--- src/rtl/sd_stream_ctrl.sv ---
// Word-level wrapper around an overlapping Mealy 1011 detector.
// Words are scanned MSB-first, and detector history carries across word boundaries.
module sd_stream_ctrl #(
   parameter int unsigned WIDTH = 8,
   parameter int unsigned CNT_W = 4
) (
   input  logic             clk,
   input  logic             rst,
   input  logic             clr,
   input  logic             in_valid,
   output logic             in_ready,
   input  logic [WIDTH-1:0] in_data,
   output logic             out_valid,
   input  logic             out_ready,
   output logic [CNT_W-1:0] out_hits,
   output logic [WIDTH-1:0] out_pos,
   output logic [15:0]      total_hits,
   output logic             det_out,
   output logic             busy,
   output logic [1:0]       state_out
);

   localparam int unsigned TOT_W = 16;
   localparam logic [WIDTH-1:0] SEL_MSB = {1'b1, {(WIDTH-1){1'b0}}};
   localparam logic [TOT_W-1:0] TOT_MAX = '1;

   typedef enum logic [1:0] {IDLE = 2'd0, SHIFT = 2'd1, REPORT = 2'd2} ctrl_t;
   typedef enum logic [1:0] {D0 = 2'd0, D1 = 2'd1, D2 = 2'd2, D3 = 2'd3} det_t;

   ctrl_t            ctrl_q, ctrl_d;
   det_t             det_q, det_d;
   logic [WIDTH-1:0] shift_q, shift_d;
   logic [WIDTH-1:0] sel_q, sel_d;
   logic [CNT_W-1:0] hits_q, hits_d;
   logic [WIDTH-1:0] pos_q, pos_d;
   logic [TOT_W-1:0] total_q, total_d;

   det_t det_step_c;
   logic match_c;
   logic bit_c;

   assign bit_c = shift_q[WIDTH-1];

   // Detector transition and Mealy match for the bit at the head of the shift register
   always_comb begin
      det_step_c = det_q;
      match_c    = 1'b0;
      case (det_q)
         D0: det_step_c = bit_c ? D1 : D0;
         D1: det_step_c = bit_c ? D1 : D2;
         D2: det_step_c = bit_c ? D3 : D0;
         D3: begin
            if (bit_c) begin
               match_c    = 1'b1;
               det_step_c = D1;
            end else begin
               det_step_c = D2;
            end
         end
         default: det_step_c = D0;
      endcase
   end

   always_ff @(posedge clk or posedge rst) begin
      if (rst) begin
         ctrl_q  <= IDLE;
         det_q   <= D0;
         shift_q <= '0;
         sel_q   <= '0;
         hits_q  <= '0;
         pos_q   <= '0;
         total_q <= '0;
      end else begin
         ctrl_q  <= ctrl_d;
         det_q   <= det_d;
         shift_q <= shift_d;
         sel_q   <= sel_d;
         hits_q  <= hits_d;
         pos_q   <= pos_d;
         total_q <= total_d;
      end
   end

   // Control sequencing; sel_q is a one-hot marker of the in_data bit being scanned
   always_comb begin
      ctrl_d  = ctrl_q;
      det_d   = det_q;
      shift_d = shift_q;
      sel_d   = sel_q;
      hits_d  = hits_q;
      pos_d   = pos_q;
      total_d = total_q;
      if (clr) begin
         ctrl_d  = IDLE;
         det_d   = D0;
         hits_d  = '0;
         pos_d   = '0;
         total_d = '0;
      end else begin
         case (ctrl_q)
            IDLE: begin
               if (in_valid) begin
                  shift_d = in_data;
                  sel_d   = SEL_MSB;
                  hits_d  = '0;
                  pos_d   = '0;
                  ctrl_d  = SHIFT;
               end
            end
            SHIFT: begin
               det_d   = det_step_c;
               shift_d = shift_q << 1;
               sel_d   = sel_q >> 1;
               if (match_c) begin
                  pos_d  = pos_q | sel_q;
                  hits_d = hits_q + CNT_W'(1);
                  if (total_q != TOT_MAX)
                     total_d = total_q + TOT_W'(1);
               end
               if (sel_q[0])
                  ctrl_d = REPORT;
            end
            REPORT: begin
               if (out_ready)
                  ctrl_d = IDLE;
            end
            default: ctrl_d = IDLE;
         endcase
      end
   end

   assign in_ready   = (ctrl_q == IDLE);
   assign out_valid  = (ctrl_q == REPORT);
   assign busy       = (ctrl_q == SHIFT) || (ctrl_q == REPORT);
   assign out_hits   = hits_q;
   assign out_pos    = pos_q;
   assign total_hits = total_q;
   assign state_out  = det_q;
   assign det_out    = (ctrl_q == SHIFT) && match_c;

endmodule

--- config.mk ---
export PLATFORM = sky130hd
export DESIGN_NAME = sd_stream_ctrl
export DESIGN_NICKNAME = d
export VERILOG_FILES = /design/src/rtl/sd_stream_ctrl.sv
export SDC_FILE = /design/constraint.sdc
export NUM_CORES = 1
export LEC_CHECK = 0
export CAP_MARGIN = 20
export CORE_ASPECT_RATIO = 0.75
export CORE_MARGIN = 2
export CORE_UTILIZATION = 45
export DETAILED_ROUTE_END_ITERATION = 16
export GPL_TIMING_DRIVEN = 0
export PLACE_DENSITY = 0.75
export SYNTH_ARGS = -nofsm -noshare
export SYNTH_HDL_FRONTEND = slang
export SYNTH_SLANG_ARGS = --single-unit
export TNS_END_PERCENT = 20
--- constraint.sdc ---
create_clock -name clk -period 1.9 [get_ports clk]
set_input_delay 0.38 -clock clk [delete_from_list [all_inputs] [get_ports clk]]
set_output_delay 0.38 -clock clk [all_outputs]
set_load 0.02 [all_outputs]
==> metrics.md, run 1 <==
| Metric | Value |
|---|---|
| Finished Layout Cells | `just under 400` |
| Clk Latency, worst-skew pair | `300 ps` |
| Cell Area, Synth | `2406 um2` |
| Die span in x | `88.44 um` |
| Initial antenna violation count | `0` |
| I/O pin total | `47` |
| #FFs+latches synth | `48` |
| Finished Core Util | `62.02%` |
| R2R Setup Slk | `-100 ps` |
| # Max-Cap Violations | `0` |
| CTS Buffer Depth | `2` |
| Fin worst setup slack | `-95.50 ps` |
| Final Hold Vio Count | `0` |
| Vias | `roughly 2,100` |
| Die height | `67.33 um` |
| Met2 Routed Length | `2.648 mm` |
| Worst setup path class | `reg2reg` |
| CTS H-tree lvls | `2` |
| Most frequent cell after synthesis | `dfrtp_1` |
| IO Port Bufs | `45` |
| Syn Area/Cell | `9.362 um2` |
| # nets final | `336` |
| Final Cycle Share | `105.0%` |
| Post-synth EDFFs | `0` |
| N_diodes | `0` |
| WL final | `5.825 mm` |
| Slew headroom | `64.90%` |
| P_leak | `around 1.3 nW` |
| Starting Density | `45.94%` |
| P per Cell Area | `907.2 nW/um2` |
| Final setup viols | `11` |
| Mapped Cells | `257` |
| Pre-Repair DR Iteration Count | `4` |
| Worst hold slack | `425.7 ps` |
| R2R Path End | `total_hits[7]` |
| Arrival @ worst endpoint | `~2200 ps` |
| Vias per cell | `5.433` |
| Dpl cells | `378` |
| Worst r2r path cells | `7` |
| Post-route ant nets | `0` |
| FMAX | `501.1 MHz` |
| Total track usage | `between 15 and 20%` |
| DR DRC count | `0` |
| Final HPWL DP | `4.033 mm` |
| Ys Warns | `0` |
| Core area | `5238 um2` |
| Min-delay worst type | `in2async` |
| # rows | `23` |
| Actual slew at the worst max-slew pin | `522.2 ps` |
| Top sig layer | `met4` |
| CP Cell Sequence | `inv_2 -> ha_4 -> nand4_1 -> buf_6 -> or3_4 -> or4_4 -> a21oi_2` |
| Seq/Total Area, Yosys | `approximately half` |
| Setup Skew | `5.013 ps` |
| Pre-CTS WS | `-302.2 ps` |
| First-pass GRT wire length | `9.101 mm` |
| Post-synthesis net count | `~280` |
| Startpoint types | `flop` |
| Critical path's slowest cell | `or4_4` |
| Vias in the first global route | `~1,900` |
| Max FO, Critical Path | `5` |
| Share of cells above drive strength 1 | `13.84%` |
| Status | `finished with violations` |
| Crit. End Element | `flop` |
| Yosys top cell by area | `dfrtp_1` |
| GPL Wtd Cong | `between 0.8 and 0.9` |
| Sink Count | `48` |
| RR Startpoint | `ctrl_q[1]` |
| Post-synth ARST share | `100.0%` |
| CTS tree | `done` |
| RSZ-0062 raised after global routing | `true` |
| GRT overflow | `0` |
| Synth Flop Type | `dfrtp_1` |
| Failing checks | `negative setup slack` |
| Critical path destination | `total_hits[7]` |
| Slowest stage delay, CP | `430 ps` |
| Crit. Startpoint | `ctrl_q[1]` |
| Fin crit period | `between 1500 and 2000 ps` |
| Met3 Wirelength | `271 um` |
| Largest net degree at the start of global routing | `27` |
| Peak VDD IR | `0.7935 mV` |
| CP required | `2120 ps` |
| Area Growth Syn to Fin | `35.00%` |
| Met1 Routed Length | `2.854 mm` |
| Max-slew violations | `0` |
| Die area | `5954 um2` |
| Wire length per cell | `14.82 um` |
| Iteration-0 DRC Markers | `between 150 and 200` |
| Post-synth top cells | `dfrtp_1 (48), nand2_1 (32), o21ai_0 (30), a21oi_1 (22), inv_1 (19)` |
| TritonCTS Buffers | `5` |
| Ranking of synthesized cells by area | `dfrtp_1 (50%), o21ai_0 (6.2%), mux2i_1 (5.0%)` |
| Post-synth cell types | `38` |
| Synth top area share | `between 40% and 50%` |
| Clock-pin transition on the worst setup and hold timing paths | `80 ps` |
| Root Driver | `clkbuf_8` |
[stage by stage]
stage / area [um2] / TNS, ps / power [mW]
2_1_floorplan: 2427 / 0 / 1.927
3_3_place_gp: 2972 / -29880 / 2.210
3_5_place_dp: 2992 / -3217 / 2.239
4_1_cts: 3129 / -1062 / 2.943
5_1_grt: 3248 / -1964 / 3.156
6_report: 3248 / -275.2 / 2.947
[worst max-delay path: cells and delay by family, from the launching register on]
kind            cells  cell delay [ps]
compound gates      1              140
fa+ha+maj           1              130
buf+inv             2              260
flops               1              400
simple gates        3              990
[worst min-delay path by stage]
stage	end	cells after the start
final	total_hits[11]	2
after global routing	out_hits[1]	2
after CTS	out_hits[1]	2
after detailed placement	shift_q[2]	2
after global placement	shift_q[6]	2
after floorplan	shift_q[0]	2
[power by group]
group          switching [mW]  total [mW]  internal [mW]
Combinational           0.565       0.950          0.385
Clock                   0.329       0.719          0.391
Sequential              0.106        1.28           1.17
[flip-flops by register name, indices dropped and copies added, names as in the netlist]
name	cells
ctrl_q	2
out_hits	4
out_pos	8
sel_q	8
shift_q	8
state_out	2
total_hits	16
[metal layers]
metal,vias to the layer above,global-route usage [%]
met5,-,0
met4,0,5.114
met3,5,3.545
met2,54,28.67
met1,1034,30.15
li1,1042,-
[cells by family after synthesis]
group           after synthesis  share of synthesized area (%)
buf+inv                      31                          4.888
flops                        48                          49.92
simple gates                 91                          20.49
fa+ha+maj                     6                          3.120
mux                          13                          5.460
compound gates               68                          16.12
[what timing repair did]
item / 4_1_cts / 5_1_grt
pin swaps: 3 / 5
gates resized for setup: 17 / 19
setup endpoints to repair: 25 / 40
hold buffers: 0 / 0
buffers inserted: 0 / 7
[layout by cell type, fill, tap and decap left out, types with 4 or more instances in the layout]
cell type,netlist,routed
nand4_1,6,6
clkbuf_1,10,6
a21oi_1,22,21
clkbuf_8,0,6
o31ai_1,6,6
dfrtp_1,48,45
nand2_1,32,32
clkdlybuf4s50_1,0,41
nor3_1,4,4
inv_1,19,16
mux2i_1,12,12
nand3_1,10,10
nor2_1,7,7
or4_1,6,4
ha_1,6,4
nand2b_1,5,4
clkbuf_2,0,4
buf_4,0,8
o21ai_0,30,30
or3_1,4,4
[layout make-up]
class,count,area (um2)
plain buffers,12,68.82
clock buffers,6,72.57
clock inverters,2,35.03
fillers,435,1989
inverters,19,76.32
multi-input cells,178,1180
flip-flops and latches,48,1205
well taps,75,93.84
repair buffers,53,516.7
Note: power is estimated with default switching activity, not from simulation.
==> run 2, diff against run 1 <==
--- a/config.mk
+++ b/config.mk
@@ -11,7 +11,7 @@
 export CORE_UTILIZATION = 45
 export DETAILED_ROUTE_END_ITERATION = 16
 export GPL_TIMING_DRIVEN = 0
-export PLACE_DENSITY = 0.75
+export PLACE_DENSITY = 0.74
 export SYNTH_ARGS = -nofsm -noshare
 export SYNTH_HDL_FRONTEND = slang
 export SYNTH_SLANG_ARGS = --single-unit
==> metrics.md, run 2 (same netlist as run 1, synthesis figures left out) <==
| Metric | Value |
|---|---|
| Max FO, Critical Path | `5` |
| # Max-Cap Violations | `0` |
| Starting Density | `a little under half` |
| P_leak | `1.269 nW` |
| Final setup viols | `18` |
| Total power | `2.895 mW` |
| Worst setup path class | `reg2reg` |
| Core area | `5238 um2` |
| P per Cell Area | `906.4 nW/um2` |
| Slew headroom | `60.69%` |
| Crit path buffers/inverters | `2` |
| Max-slew violations | `0` |
| I/O pin total | `47` |
| Root Driver | `clkbuf_8` |
| Sink Count | `48` |
| Setup Skew | `7.655 ps` |
| Critical path destination | `total_hits[7]` |
| Switching Power | `1.043 mW` |
| Arrival @ worst endpoint | `2270 ps` |
| CTS Buffer Depth | `2` |
| Fin worst setup slack | `-147.2 ps` |
| Startpoint types | `flop` |
| Comb pwr share | `33.4%` |
| Worst hold slack | `346.3 ps` |
| CP Cell Sequence | `inv_2 -> ha_4 -> nand4_1 -> buf_6 -> or3_4 -> or4_4 -> a21oi_2` |
| R2R Path End | `total_hits[7]` |
| Failing checks | `negative setup slack` |
| Worst r2r path cells | `7` |
| CP required | `2130 ps` |
| Initial antenna violation count | `0` |
| CTS H-tree lvls | `2` |
| Sw Ratio | `36.04%` |
| Final Hold Vio Count | `0` |
| Vias | `~2,100` |
| Die span in x | `88.44 um` |
| Multi-input logic area | `roughly 1200 um2` |
| Slowest stage delay, CP | `430 ps` |
| RR Startpoint | `ctrl_q[1]` |
| Internal | `roughly 1.9 mW` |
| Wire length per cell | `14.50 um` |
| Min-delay worst type | `in2async` |
| FMAX | `approximately 500 MHz` |
| WL final | `5.641 mm` |
| Area Growth Syn to Fin | `32.76%` |
| First-pass GRT wire length | `9.204 mm` |
| IO Port Bufs | `between 40 and 50` |
| Post-route ant nets | `0` |
| Crit. End Element | `flop` |
| Crit. Startpoint | `ctrl_q[1]` |
| Share of cells above drive strength 1 | `13.38%` |
| Vias per cell | `5.432` |
| Die area | `5954 um2` |
| RSZ-0062 raised after global routing | `true` |
| Clock Power Share | `22.5%` |
| Max reg flops | `16` |
| Fin crit period | `slightly above 2000 ps` |
| Actual slew at the worst max-slew pin | `584.7 ps` |
| Vias in the first global route | `roughly 2,000` |
| Clock-pin transition on the worst setup and hold timing paths | `~90 ps` |
| Filler cell count | `458` |
| Flop pwr share | `44.1%` |
| CTS tree | `done` |
| R2R Setup Slk | `-150 ps` |
| TritonCTS Buffers | `5` |
| Clk Latency, worst-skew pair | `roughly 300 ps` |
| Status | `finished with violations` |
| Largest net degree at the start of global routing | `35` |
| Critical path's slowest cell | `or4_4` |
| Crit path depth | `7` |
| DR DRC count | `0` |
| Total track usage | `19.93%` |
| Die height | `67.33 um` |
| # rows | `23` |
| Final HPWL DP | `4.023 mm` |
| # nets final | `around 330` |
| GPL Wtd Cong | `0.8283` |
| CP top delay family | `simple AND/OR/NAND/NOR gates` |
| N_diodes | `0` |
| CTS Hold Bufs | `0` |
| Most common cell after layout, fill and taps aside | `dfrtp_1` |
| Sequential cell area | `1205 um2` |
| Final Cycle Share | `107.7%` |
| Peak VDD IR | `0.9860 mV` |
| Pre-Repair DR Iteration Count | `4` |
| GRT overflow | `0` |
| Most frequent cells in the layout | `dfrtp_1 (45), clkdlybuf4s50_1 (41), nand2_1 (32)` |
| Iteration-0 DRC Markers | `153` |
-- run 2: area by class of cell --
cell class / instances / share of cell area (%)
buffer: 12 / 2.194
clock buffer: 6 / 2.585
clock inverter: 2 / 0.4700
inverter: 19 / 2.233
multi-input combinational: 178 / 36.39
sequential: 48 / 37.72
tap: 75 / 2.938
timing repair buffer: 49 / 15.47
-- run 2: worst min path at each step --
stage | cells past startpoint | end | from
floorplan | 2 | shift_q[0] | shift_q[0]
global placement | 2 | shift_q[2] | shift_q[2]
detailed placement | 2 | shift_q[1] | shift_q[1]
CTS | 2 | out_hits[0] | rst
global route | 2 | out_pos[1] | rst
finish | 2 | total_hits[11] | rst
-- run 2: routing by layer --
metal	part of all wire [%]	GRT usage [%]	wire length, um	up-vias
met5	0	0	0	-
li1	-	-	-	1036
met4	1.5	7.197	82	0
met1	51	30.36	2895	1019
met3	3.8	3.056	213	7
met2	43	28.67	2449	51
-- run 2: power groups by stage --
stage,Clock (mW),Combinational (mW),Sequential [mW]
after global routing,0.704,1.06,1.30
after CTS,0.659,0.947,1.27
after floorplan,0,0.627,1.30
after detailed placement,0,0.947,1.29
after global placement,0,0.927,1.28
final,0.652,0.967,1.28
-- run 2: through the flow --
step / setup WS (ps) / cell area [um2] / TNS, ps / std cells / utilization [%]
CTS: -161.3 / 3108 / -423.3 / 386 / 59.34
global placement: -739.9 / 2972 / -31030 / 377 / 56.74
global route: -242.1 / 3194 / -3479 / 389 / 60.99
floorplan: 8.243 / 2427 / 0 / 257 / -
detailed placement: -318.3 / 2992 / -2960 / 378 / 57.12
finish: -147.2 / 3194 / -890.2 / 389 / 60.99
-- run 2: repair_timing --
| item | CTS | global route |
|---|---|---|
| pin swaps | 4 | 4 |
| endpoints found under the setup margin | 26 | 39 |
| buffers inserted | 0 | 3 |
| gates resized for setup | 15 | 19 |
